File: config.mk
export PLATFORM = sky130hd
export DESIGN_NAME = uart_alu_interface_flat
export DESIGN_NICKNAME = d
export VERILOG_FILES = /design/src/rtl/uart_alu_interface_if.sv /design/src/rtl/uart_alu_interface.sv /design/src/flat_wrapper.sv
export SDC_FILE = /design/constraint.sdc
export NUM_CORES = 1
export LEC_CHECK = 0
export CAP_MARGIN = 0
export CORE_UTILIZATION = 30
export CTS_CLUSTER_SIZE = 10
export DETAILED_ROUTE_END_ITERATION = 12
export PLACE_DENSITY = 0.63
export SYNTH_ARGS = -nofsm -noshare
export SYNTH_HDL_FRONTEND = slang
export SYNTH_SLANG_ARGS = --single-unit
File: constraint.sdc
create_clock -name i_clk -period 1.79 [get_ports i_clk]
set_input_delay 0.537 -clock i_clk [delete_from_list [all_inputs] [get_ports i_clk]]
set_output_delay 0.537 -clock i_clk [all_outputs]
set_load 0.02 [all_outputs]
File: src/rtl/uart_alu_interface_if.sv
// Bus between the UART receive/transmit side, the external ALU and the
// frame collector. The collector takes the slave modport.
interface uart_alu_interface_if #(
  parameter int DBIT  = 8,
  parameter int NB_OP = 6
);
  logic             i_rx_done_tick;
  logic [DBIT-1:0]  i_rx_data;
  logic [DBIT-1:0]  i_alu_result;
  logic             i_tx_done_tick;
  logic [DBIT-1:0]  o_alu_data_a;
  logic [DBIT-1:0]  o_alu_data_b;
  logic [NB_OP-1:0] o_alu_op;
  logic [DBIT-1:0]  o_tx_data;
  logic             o_tx_start;

  modport slave (
    input  i_rx_done_tick, i_rx_data, i_alu_result, i_tx_done_tick,
    output o_alu_data_a, o_alu_data_b, o_alu_op, o_tx_data, o_tx_start
  );

  modport master (
    output i_rx_done_tick, i_rx_data, i_alu_result, i_tx_done_tick,
    input  o_alu_data_a, o_alu_data_b, o_alu_op, o_tx_data, o_tx_start
  );
endinterface

File: src/rtl/uart_alu_interface.sv
// Collects A, B, opcode bytes from the UART rx, latches the ALU result
// and hands it to the UART tx. Optional: UART_ALU_TIMEOUT_EN.
module uart_alu_interface #(
  parameter int DBIT           = 8,
  parameter int NB_OP          = 6,
  parameter int TIMEOUT_CYCLES = 50_000_000
) (
  input logic                i_clk,
  input logic                i_reset,
  uart_alu_interface_if.slave bus
);

  typedef enum logic [2:0] {
    S_SAVE_A,
    S_SAVE_B,
    S_SAVE_OP,
    S_EXEC,
    S_SEND,
    S_WAIT_TX
  } state_e;

  state_e           state_q, state_d;
  logic [DBIT-1:0]  a_q, a_d;
  logic [DBIT-1:0]  b_q, b_d;
  logic [NB_OP-1:0] op_q, op_d;
  logic [DBIT-1:0]  tx_q, tx_d;
  logic             expired;

  if (NB_OP < DBIT) begin : g_trunc
    logic unused_hi;
    assign unused_hi = ^bus.i_rx_data[DBIT-1:NB_OP];
  end

`ifdef UART_ALU_TIMEOUT_EN
  localparam int CW = (TIMEOUT_CYCLES > 2) ? $clog2(TIMEOUT_CYCLES) : 1;
  localparam logic [CW-1:0] CNT_LAST = CW'(TIMEOUT_CYCLES - 1);

  logic [CW-1:0] cnt_q, cnt_d;
  logic          waiting;

  assign waiting = (state_q == S_SAVE_B) || (state_q == S_SAVE_OP);
  assign expired = waiting && (cnt_q == CNT_LAST);

  // Idle counter: runs only while waiting for B/opcode, cleared by any tick
  always_comb begin
    cnt_d = '0;
    if (waiting && !bus.i_rx_done_tick && !expired)
      cnt_d = cnt_q + 1'b1;
  end

  // Counter register
  always_ff @(posedge i_clk) begin
    if (i_reset) cnt_q <= '0;
    else         cnt_q <= cnt_d;
  end
`else
  assign expired = 1'b0;
`endif

  // Next state and register loads; a tick always wins over expiry
  always_comb begin
    state_d = state_q;
    a_d     = a_q;
    b_d     = b_q;
    op_d    = op_q;
    tx_d    = tx_q;
    unique case (state_q)
      S_SAVE_A: begin
        if (bus.i_rx_done_tick) begin
          a_d     = bus.i_rx_data;
          state_d = S_SAVE_B;
        end
      end
      S_SAVE_B: begin
        if (bus.i_rx_done_tick) begin
          b_d     = bus.i_rx_data;
          state_d = S_SAVE_OP;
        end else if (expired) begin
          a_d     = '0;
          b_d     = '0;
          op_d    = '0;
          state_d = S_SAVE_A;
        end
      end
      S_SAVE_OP: begin
        if (bus.i_rx_done_tick) begin
          op_d    = bus.i_rx_data[NB_OP-1:0];
          state_d = S_EXEC;
        end else if (expired) begin
          a_d     = '0;
          b_d     = '0;
          op_d    = '0;
          state_d = S_SAVE_A;
        end
      end
      S_EXEC: begin
        tx_d    = bus.i_alu_result;
        state_d = S_SEND;
      end
      S_SEND: begin
        state_d = S_WAIT_TX;
      end
      S_WAIT_TX: begin
        if (bus.i_tx_done_tick)
          state_d = S_SAVE_A;
      end
      default: begin
        state_d = S_SAVE_A;
      end
    endcase
  end

  // State and data registers
  always_ff @(posedge i_clk) begin
    if (i_reset) begin
      state_q <= S_SAVE_A;
      a_q     <= '0;
      b_q     <= '0;
      op_q    <= '0;
      tx_q    <= '0;
    end else begin
      state_q <= state_d;
      a_q     <= a_d;
      b_q     <= b_d;
      op_q    <= op_d;
      tx_q    <= tx_d;
    end
  end

  assign bus.o_alu_data_a = a_q;
  assign bus.o_alu_data_b = b_q;
  assign bus.o_alu_op     = op_q;
  assign bus.o_tx_data    = tx_q;
  assign bus.o_tx_start   = (state_q == S_SEND);

endmodule

File: src/flat_wrapper.sv
// flat-port wrapper written by rule: the top's interface ports become plain ports
module uart_alu_interface_flat 
#(
  parameter int DBIT           = 8,
  parameter int NB_OP          = 6,
  parameter int TIMEOUT_CYCLES = 50_000_000
)
  (i_clk, i_reset, bus_i_rx_done_tick, bus_i_rx_data, bus_i_alu_result, bus_i_tx_done_tick, bus_o_alu_data_a, bus_o_alu_data_b, bus_o_alu_op, bus_o_tx_data, bus_o_tx_start);
  uart_alu_interface_if #(.DBIT(DBIT), .NB_OP(NB_OP)) bus_i ();
  input logic i_clk;
  input logic i_reset;
  input wire logic [$bits(bus_i.i_rx_done_tick)-1:0] bus_i_rx_done_tick;
  input wire logic [$bits(bus_i.i_rx_data)-1:0] bus_i_rx_data;
  input wire logic [$bits(bus_i.i_alu_result)-1:0] bus_i_alu_result;
  input wire logic [$bits(bus_i.i_tx_done_tick)-1:0] bus_i_tx_done_tick;
  output wire logic [$bits(bus_i.o_alu_data_a)-1:0] bus_o_alu_data_a;
  output wire logic [$bits(bus_i.o_alu_data_b)-1:0] bus_o_alu_data_b;
  output wire logic [$bits(bus_i.o_alu_op)-1:0] bus_o_alu_op;
  output wire logic [$bits(bus_i.o_tx_data)-1:0] bus_o_tx_data;
  output wire logic [$bits(bus_i.o_tx_start)-1:0] bus_o_tx_start;
  assign bus_i.i_rx_done_tick = bus_i_rx_done_tick;
  assign bus_i.i_rx_data = bus_i_rx_data;
  assign bus_i.i_alu_result = bus_i_alu_result;
  assign bus_i.i_tx_done_tick = bus_i_tx_done_tick;
  assign bus_o_alu_data_a = bus_i.o_alu_data_a;
  assign bus_o_alu_data_b = bus_i.o_alu_data_b;
  assign bus_o_alu_op = bus_i.o_alu_op;
  assign bus_o_tx_data = bus_i.o_tx_data;
  assign bus_o_tx_start = bus_i.o_tx_start;
  uart_alu_interface #(.DBIT(DBIT), .NB_OP(NB_OP), .TIMEOUT_CYCLES(TIMEOUT_CYCLES)) u_core (.i_clk(i_clk), .i_reset(i_reset), .bus(bus_i));
endmodule
### Yosys cells after proc, flatten, opt, wreduce, memory -nomap -nowiden

Cells that the tools add are included.
W data, S select, Z words.

| operators by class | value |
|---|---|
| equality and inequality tests | 9 |
| reductions and logical operators | 5 |
| mux-type cells | 5 |

Operators by type and width:

| cell | number |
|---|---|
| $pmux W3 S6 | 1 |
| $mux W3 | 4 |
| $ne A2 B2 Y1 const B | 4 |
| $eq A3 B2 Y1 const B | 2 |
| $eq A3 B3 Y1 const B | 2 |
| $reduce_and A2 Y1 | 3 |
| $reduce_and A4 Y1 | 1 |
| $eq A3 B1 Y1 const B | 1 |
| $logic_not A3 Y1 | 1 |

| storage, ports and cells | value |
|---|---|
| bits in registers | 33 |
| output and inout port bits | 31 |
| bits of input ports | 20 |
| logic and storage cells | 24 |

### Logic depth before layout (Yosys ltp)

Gate-level depths: netlist (run 1).

| logic depth | value |
|---|---|
| depth in word-level cells | 3 |
| depth in mapped cells | 5 |
| depth with buffers taken out | 3 |

### Worst setup path before layout (run 1)

OpenSTA, ideal clock, no wires.

| timing | value |
|---|---|
| kind | register -> output |
| from | register u_core.state_q[0] |
| to | output port bus_o_tx_start |
| setup slack | 0.258 ns |
| buffers on the path | 1 |
| data arrival time | 0.995 ns |
| required time | 1.253 ns |
| stages on the path, launching flop included | 3 |
| cell sequence | dfxtp_1 > buf_2 > nor3b_1 |

| between the ends | value |
|---|---|
| word-level cells in the longest chain between the ends | 1 |

Ends and longest elaborated chain:

| element | line | text |
|---|---|---|
| from (decl) | uart_alu_interface.sv:22 | `state_e state_q, state_d;` |
| from (signal assigned) | uart_alu_interface.sv:122 | `state_q <= state_d;` |
| $eq A3 B3 Y1 | uart_alu_interface.sv:134 | `assign bus.o_tx_start = (state_q == S_SEND);` |
| to (decl) | flat_wrapper.sv:20 | `output wire logic [$bits(bus_i.o_tx_start)-1:0] bus_o_tx_start;` |

Every way passes these cells.

### Worst setup path in the final report (run 1)

| timing | value |
|---|---|
| from | register u_core.op_q[4] (netlist: u_core.bus.o_alu_op[4]) |
| to | output port bus_o_alu_op[4] |

RTL lines:

| element | line | text |
|---|---|---|
| from (decl) | uart_alu_interface.sv:25 | `logic [NB_OP-1:0] op_q, op_d;` |
| from (signal assigned) | uart_alu_interface.sv:125 | `op_q <= op_d;` |
| to (decl) | flat_wrapper.sv:18 | `output wire logic [$bits(bus_i.o_alu_op)-1:0] bus_o_alu_op;` |

No word-level cell between the ends.

==> results.toml, run 1 <==
[timing]
fin_crit_sh_pct = 97.8
drv_slew = 0
layout_setup_ws_ns = 0.0395
rsz0062_at_grt = "no"
worstMarginPinSlew_ns = 0.559
setup_viol = 0
relSlewSlack_pct = 62.6
max_freq_mhz = 571
skew_ns = 0.00453
period_needed_ns = 1.75
final_hold_viol_count = 0
hold_ws_ns = 0.458

[floorplanning]
die_height_um = 67.1
start_util_pct = 31.6
die_w_um = 67.1
core-area_mm2 = 0.00403
io_pins = 51
die_area_mm2 = 0.00450
row_count = 23

[power]
ir_worst_vdd_mv = 0.457
pwr-share-seq_pct = 47.8
p_sw_share_pct = 23.7
power_leakage_uw = 0.00108
p_int_uw = 1240
p_clk_share_pct = 36.9
p_sw_uw = 387
power.density_mw_per_mm2 = 824
power_frac_comb_pct = 15.3

[synth]
synth_top_area_share_pct = 52.0
syn_area_mm2 = 0.00127
synth_cells = 127
synth_cell_types = 20
syn_area_per_cell_um2 = 10.0
ys_warn_count = 0
ys_ff_latch = 33
synth_largest_area_cell = "dfxtp_1"
synth_fp_nets = 147
synthTopCellsByArea = "dfxtp_1 52%, mux2i_1 17%, nor2_1 6.5%"
ys_seq_area_share_pct = 52.0

[run_status]
outcome = "finished, final reports clean"

[final_layout]
area_delta_synth_final_pct = 55.6
final_util_pct = 49.1
drive_gt1_share_pct = 10.6
nets = 199
fill_cells = 372
layout.cells.non_filler = 230
layout_commonest_cell = "dfxtp_1"
final_area_mm2 = 0.00198
final_cell_mix = "33 x dfxtp_1, 30 x clkdlybuf4s50_1, 22 x mux2i_1, 22 x nor2_1, 18 x dlymetal6s2s_1"
antennaDiodeCount = 0

[critical_path]
cpPeakStageDelay_ns = 0.61
cp_data_required_time_ns = 1.25
cp_max_fo = 2
cp-start-kind = "flip-flop"
worstSetupEndpointType = "primary output"
worst-setup-path-type = "flip-flop to primary output"
cp_cell_sequence = "clkdlybuf4s50_1"
slowest_stage = "clkdlybuf4s50_1"
crit_buf_inv = 1
crit_family = "buffers and inverters"
cp.arrival_ns = 1.21

[drt]
drc = 0
vias = 1058
drt-wirelength-per-cell_um = 13.0
drt_wl_total_um = 2990
viasPerCell = 4.60
postRouteAntennaNets = 0
drt_pass1_iterations = 4
initialDrtViolationCount = 57

[grt]
grt_antenna_before_repair = 0
grt_overflow = 0
grtUsageTotal_pct = 13.9
grt_pass1_wl_um = 4450
grt_max_degree = 34
grt_pass1_vias = 956

[cts]
cts_tree = "yes"
root_buffer = "clkbuf_8"
cts_buffer_depth = 2
htreeDepth = 2
clock-sinks = 33
cts_inserted_buffers = 5
ctsHoldBuffers = 0
clk_latency_ns = 0.28
cts.clk_slew.worst_paths_ns = 0.07

[placement]
io_buffers = 50
place_area_mm2 = 0.00183
place_hpwl_um = 2090
pre_cts_slack_ns = -0.147
place_congestion = 0.718
place_inst = 222

[run]
maxCapViolCount = 0

[min_path]
hold_class = "flip-flop to flip-flop"
==> power groups by stage <==
stage / sequential [uW] / clock, uW / combinational [uW]
final: 778 / 601 / 250
after floorplan: 824 / 0 / 102
after global routing: 781 / 655 / 269
after CTS: 779 / 628 / 255
after detailed placement: 795 / 0 / 255
after global placement: 794 / 0 / 251
==> metrics by stage <==
stage                     power, uW  setup TNS [ns]
final                          1630               0
after global routing           1710               0
after CTS                      1660               0
after detailed placement       1050           -2.59
after global placement         1040           -2.26
after floorplan                 926               0
==> synth_stat cells <==
| cell | n |
|---|---|
| a211oi_1 | 1 |
| a21oi_1 | 10 |
| a31oi_1 | 1 |
| and4bb_2 | 2 |
| buf_1 | 1 |
| buf_2 | 2 |
| buf_4 | 3 |
| buf_6 | 2 |
| clkbuf_1 | 3 |
| dfxtp_1 | 33 |
| mux2i_1 | 22 |
| nand2_1 | 17 |
| nand2b_1 | 1 |
| nand3b_1 | 2 |
| nor2_1 | 22 |
| nor3b_1 | 1 |
| nor4b_4 | 1 |
| or3b_2 | 1 |
| or4b_1 | 1 |
| or4b_4 | 1 |
==> final timing paths <==
path,start,to,slack [ns],cells after the start
setup / recovery,u_core.bus.o_alu_op[4],bus_o_alu_op[4],0.04,1
setup reg to reg,u_core.state_q[2],u_core.bus.o_tx_data[3],0.39,4
hold / removal,u_core.bus.o_alu_data_a[7],u_core.bus.o_alu_data_a[7],0.46,2
hold reg to reg,u_core.bus.o_alu_data_a[7],u_core.bus.o_alu_data_a[7],0.46,2
==> area by class of cell <==
class                   instances  area [um^2]  area share [%]
flip-flops and latches         33          661            33.4
repair buffers                 56          613            31.0
multi-input cells              83          541            27.3
clock buffers                   7         96.3            4.87
well taps                      50         62.6            3.16
clock inverters                 1         5.00           0.253
==> flip-flops by register name, summed over array words and instances, names as in the netlist <==
register / cells
u_core.bus.o_tx_data: 8
u_core.bus.o_alu_op: 6
u_core.bus.o_alu_data_a: 8
u_core.state_q: 3
u_core.bus.o_alu_data_b: 8
==> layer usage <==
metal	up-vias	share of wire [%]	wire (um)	track usage [%]
li1	530	-	-	-
met2	20	51	1510	21.9
met4	0	2.3	70	6.65
met1	502	44	1310	16.0
met5	-	0	0	0
met3	6	3.3	98	5.82
==> timing repair <==
action                                  in CTS  in global routing
setup buffers                                0                  0
endpoints found under the setup margin       2                 18
resized for setup                            2                 18
==> logic make-up after synthesis <==
logic type | count (synthesis) | share of synthesized area (%)
and+or+nand+nor | 49 | 20.2
AOI/OAI and AO/OA | 12 | 5.02
buffers and inverters | 11 | 5.51
muxes | 22 | 17.3
DFF | 33 | 52.0
No activity file was read; power rests on OpenSTA's default activity.
==> inputs of run 2 (changes only) <==
Settings changed: CORE_ASPECT_RATIO set to 0.5.
==> run 2 against run 1 <==
Against the previous run: final cell count increased by 1.7%; hold slack worse by 0.0026 ns; count of clock-buffer cells in the layout is 2 lower; sequential power hardly changed; total power increased by 6.0%; routed wire length down 3.4%; final area rose by 1.4%; flip-flop and latch count unchanged; core utilization up 1.2 points; fmax about the same; die area grew 0.35%; first-iteration DRC count fell by 54%.
==> results.toml, run 2 (synthesized netlist as in run 1, its figures left out) <==
[critical_path]
cpPeakStageDelay_ns = 0.61
r2r-start = "u_core.state_q[2]"
worst-setup-path-type = "flip-flop to primary output"
cp_max_fo = 2
cp_data_required_time_ns = 1.25
cp-start-kind = "flip-flop"
reg2reg_to = "u_core.bus.o_tx_data[2]"
r2r_slack_ns = 0.39
crit_family = "buffers and inverters"
cp_cell_sequence = "clkdlybuf4s50_1"
cp.arrival_ns = 1.21
startpoint = "u_core.bus.o_alu_data_a[2]"
worstSetupEndpointType = "primary output"
crit_buf_inv = 1
r2r.worst_path.cells = 4
slowest_stage = "clkdlybuf4s50_1"

[cts]
cts_tree = "yes"
post_cts_buffers = 0
htreeDepth = 2
cts_buffer_depth = 2
clk_latency_ns = 0.28
cts_inserted_buffers = 5
root_buffer = "clkbuf_8"
ctsHoldBuffers = 0
cts.clk_slew.worst_paths_ns = 0.07
clock-sinks = 33

[drt]
postRouteAntennaNets = 0
drc = 0
vias = 1028
drt-wirelength-per-cell_um = 12.4
drt_wl_total_um = 2890
drt_pass1_iterations = 4
initialDrtViolationCount = 26
viasPerCell = 4.39

[grt]
grt_antenna_before_repair = 0
grt_max_degree = 34
grt.busiest_layer = "met2"
grt_pass1_vias = 876
grt_pass1_wl_um = 4230
use_met3_pct = 3.49
use_met1_pct = 16.2
grt_overflow = 0
use_met2_pct = 20.9
grtUsageTotal_pct = 12.7

[power]
pwr-share-seq_pct = 45.0
power.density_mw_per_mm2 = 862
ir_worst_vdd_mv = 0.258
finalPower_uw = 1730
power_leakage_uw = 0.00120
power_frac_comb_pct = 14.3
p_clk_share_pct = 40.7
p_sw_share_pct = 24.2
p_sw_uw = 419
p_int_uw = 1310

[min_path]
hold_path_end = "u_core.bus.o_alu_data_a[3]"
hold_start = "u_core.bus.o_alu_data_a[3]"
hold_class = "flip-flop to flip-flop"
whs_path_depth = 2

[timing]
final.setup.tns_ns = 0
skew_ns = 0.00740
setup_viol = 0
final_hold_viol_count = 0
rsz0062_at_grt = "no"
fin_crit_sh_pct = 97.7
period_needed_ns = 1.75
relSlewSlack_pct = 62.6
drv_slew = 0
max_freq_mhz = 572
worstMarginPinSlew_ns = 0.559

[placement]
place_inst = 226
place_hpwl_um = 2030
io_buffers = 50
place_congestion = 0.684

[final_layout]
layout_commonest_cell = "dfxtp_1"
nets = 199
area_delta_synth_final_pct = 57.8
drive_gt1_share_pct = 11.1
final_util_pct = 50.3
antennaDiodeCount = 0
layout.cells.non_filler = 234
final_cell_mix = "33 x dfxtp_1, 24 x dlymetal6s2s_1, 22 x mux2i_1, 22 x nor2_1, 22 x clkdlybuf4s50_1"

[floorplanning]
row_count = 16
die_w_um = 94.1
die_area_mm2 = 0.00452
io_pins = 51
start_util_pct = 31.9
core-area_mm2 = 0.00398
die_height_um = 48.0

[run_status]
outcome = "finished, final reports clean"

[run]
maxCapViolCount = 0
-- run 2: changes by cell type in the layout (fill, tap and decap cells not counted), sizes merged --
| cell | previous run | this run |
|---|---|---|
| clkdlybuf4s50 | 30 | 22 |
| bufinv | 0 | 1 |
| dlygate4sd2 | 2 | 3 |
| dlymetal6s2s | 18 | 24 |
| clkinvlp | 0 | 1 |
| clkbuf | 7 | 6 |
-- run 2: how the worst max path moves through the flow --
stage	to	slack [ns]	cells after the start
2_1_floorplan	bus_o_tx_start	0.26	2
3_3_place_gp	u_core.bus.o_alu_data_a[1]	-0.11	4
3_5_place_dp	u_core.bus.o_alu_data_a[0]	-0.15	4
4_1_cts	bus_o_alu_data_b[4]	0.005	1
5_1_grt	bus_o_alu_data_b[5]	0.0008	1
6_report	bus_o_alu_data_a[2]	0.04	1
-- run 2: power by group through the flow --
stage               sequential, uW  combinational, uW  clock, uW
detailed placement             795                256          0
CTS                            778                253        726
global route                   781                265        761
floorplan                      824                102          0
finish                         777                247        704
global placement               794                252          0
-- run 2: stage by stage --
stage / instance area (um^2) / hold slack, ns / setup slack [ns]
after floorplan: 1270 / 0.519 / 0.258
after global placement: 1840 / 0.442 / -0.115
after detailed placement: 1840 / 0.450 / -0.153
after CTS: 1950 / 0.460 / 0.00467
after global routing: 2010 / 0.469 / 0.000812
final: 2010 / 0.456 / 0.0411
-- run 2: timing repair --
action	CTS	global route
gates resized for setup	4	27
setup endpoints to repair	4	25
endpoints found under the hold margin	0	0
-- run 2: tightest hold or removal path, cell delays in order (launching register included) --
cell	delay (ns)
dfxtp_1	0.31
nand2_1	0.05
a21oi_1	0.05
-- run 2: layout make-up --
type                       count  area (um^2)
fill                         374         1980
tap                           54         67.6
sequential                    33          661
timing repair buffer          56          622
clock buffer                   5         68.8
clock inverter                 3         46.3
multi-input combinational     83          541
-- run 2: metal layers --
metal	vias up	routed length, um	part of all wire (%)
li1	526	-	-
met1	480	1350	47
met2	19	1440	50
met3	3	86	3.0
met4	0	16	0.55
met5	-	0	0
==> inputs of run 3 (changes only) <==
Settings changed: CAP_MARGIN 0 to unset, CTS_CLUSTER_SIZE 10 to 12.
==> results of run 3 <==
The final DEF is identical to that of run 2; final timing and power are the same.
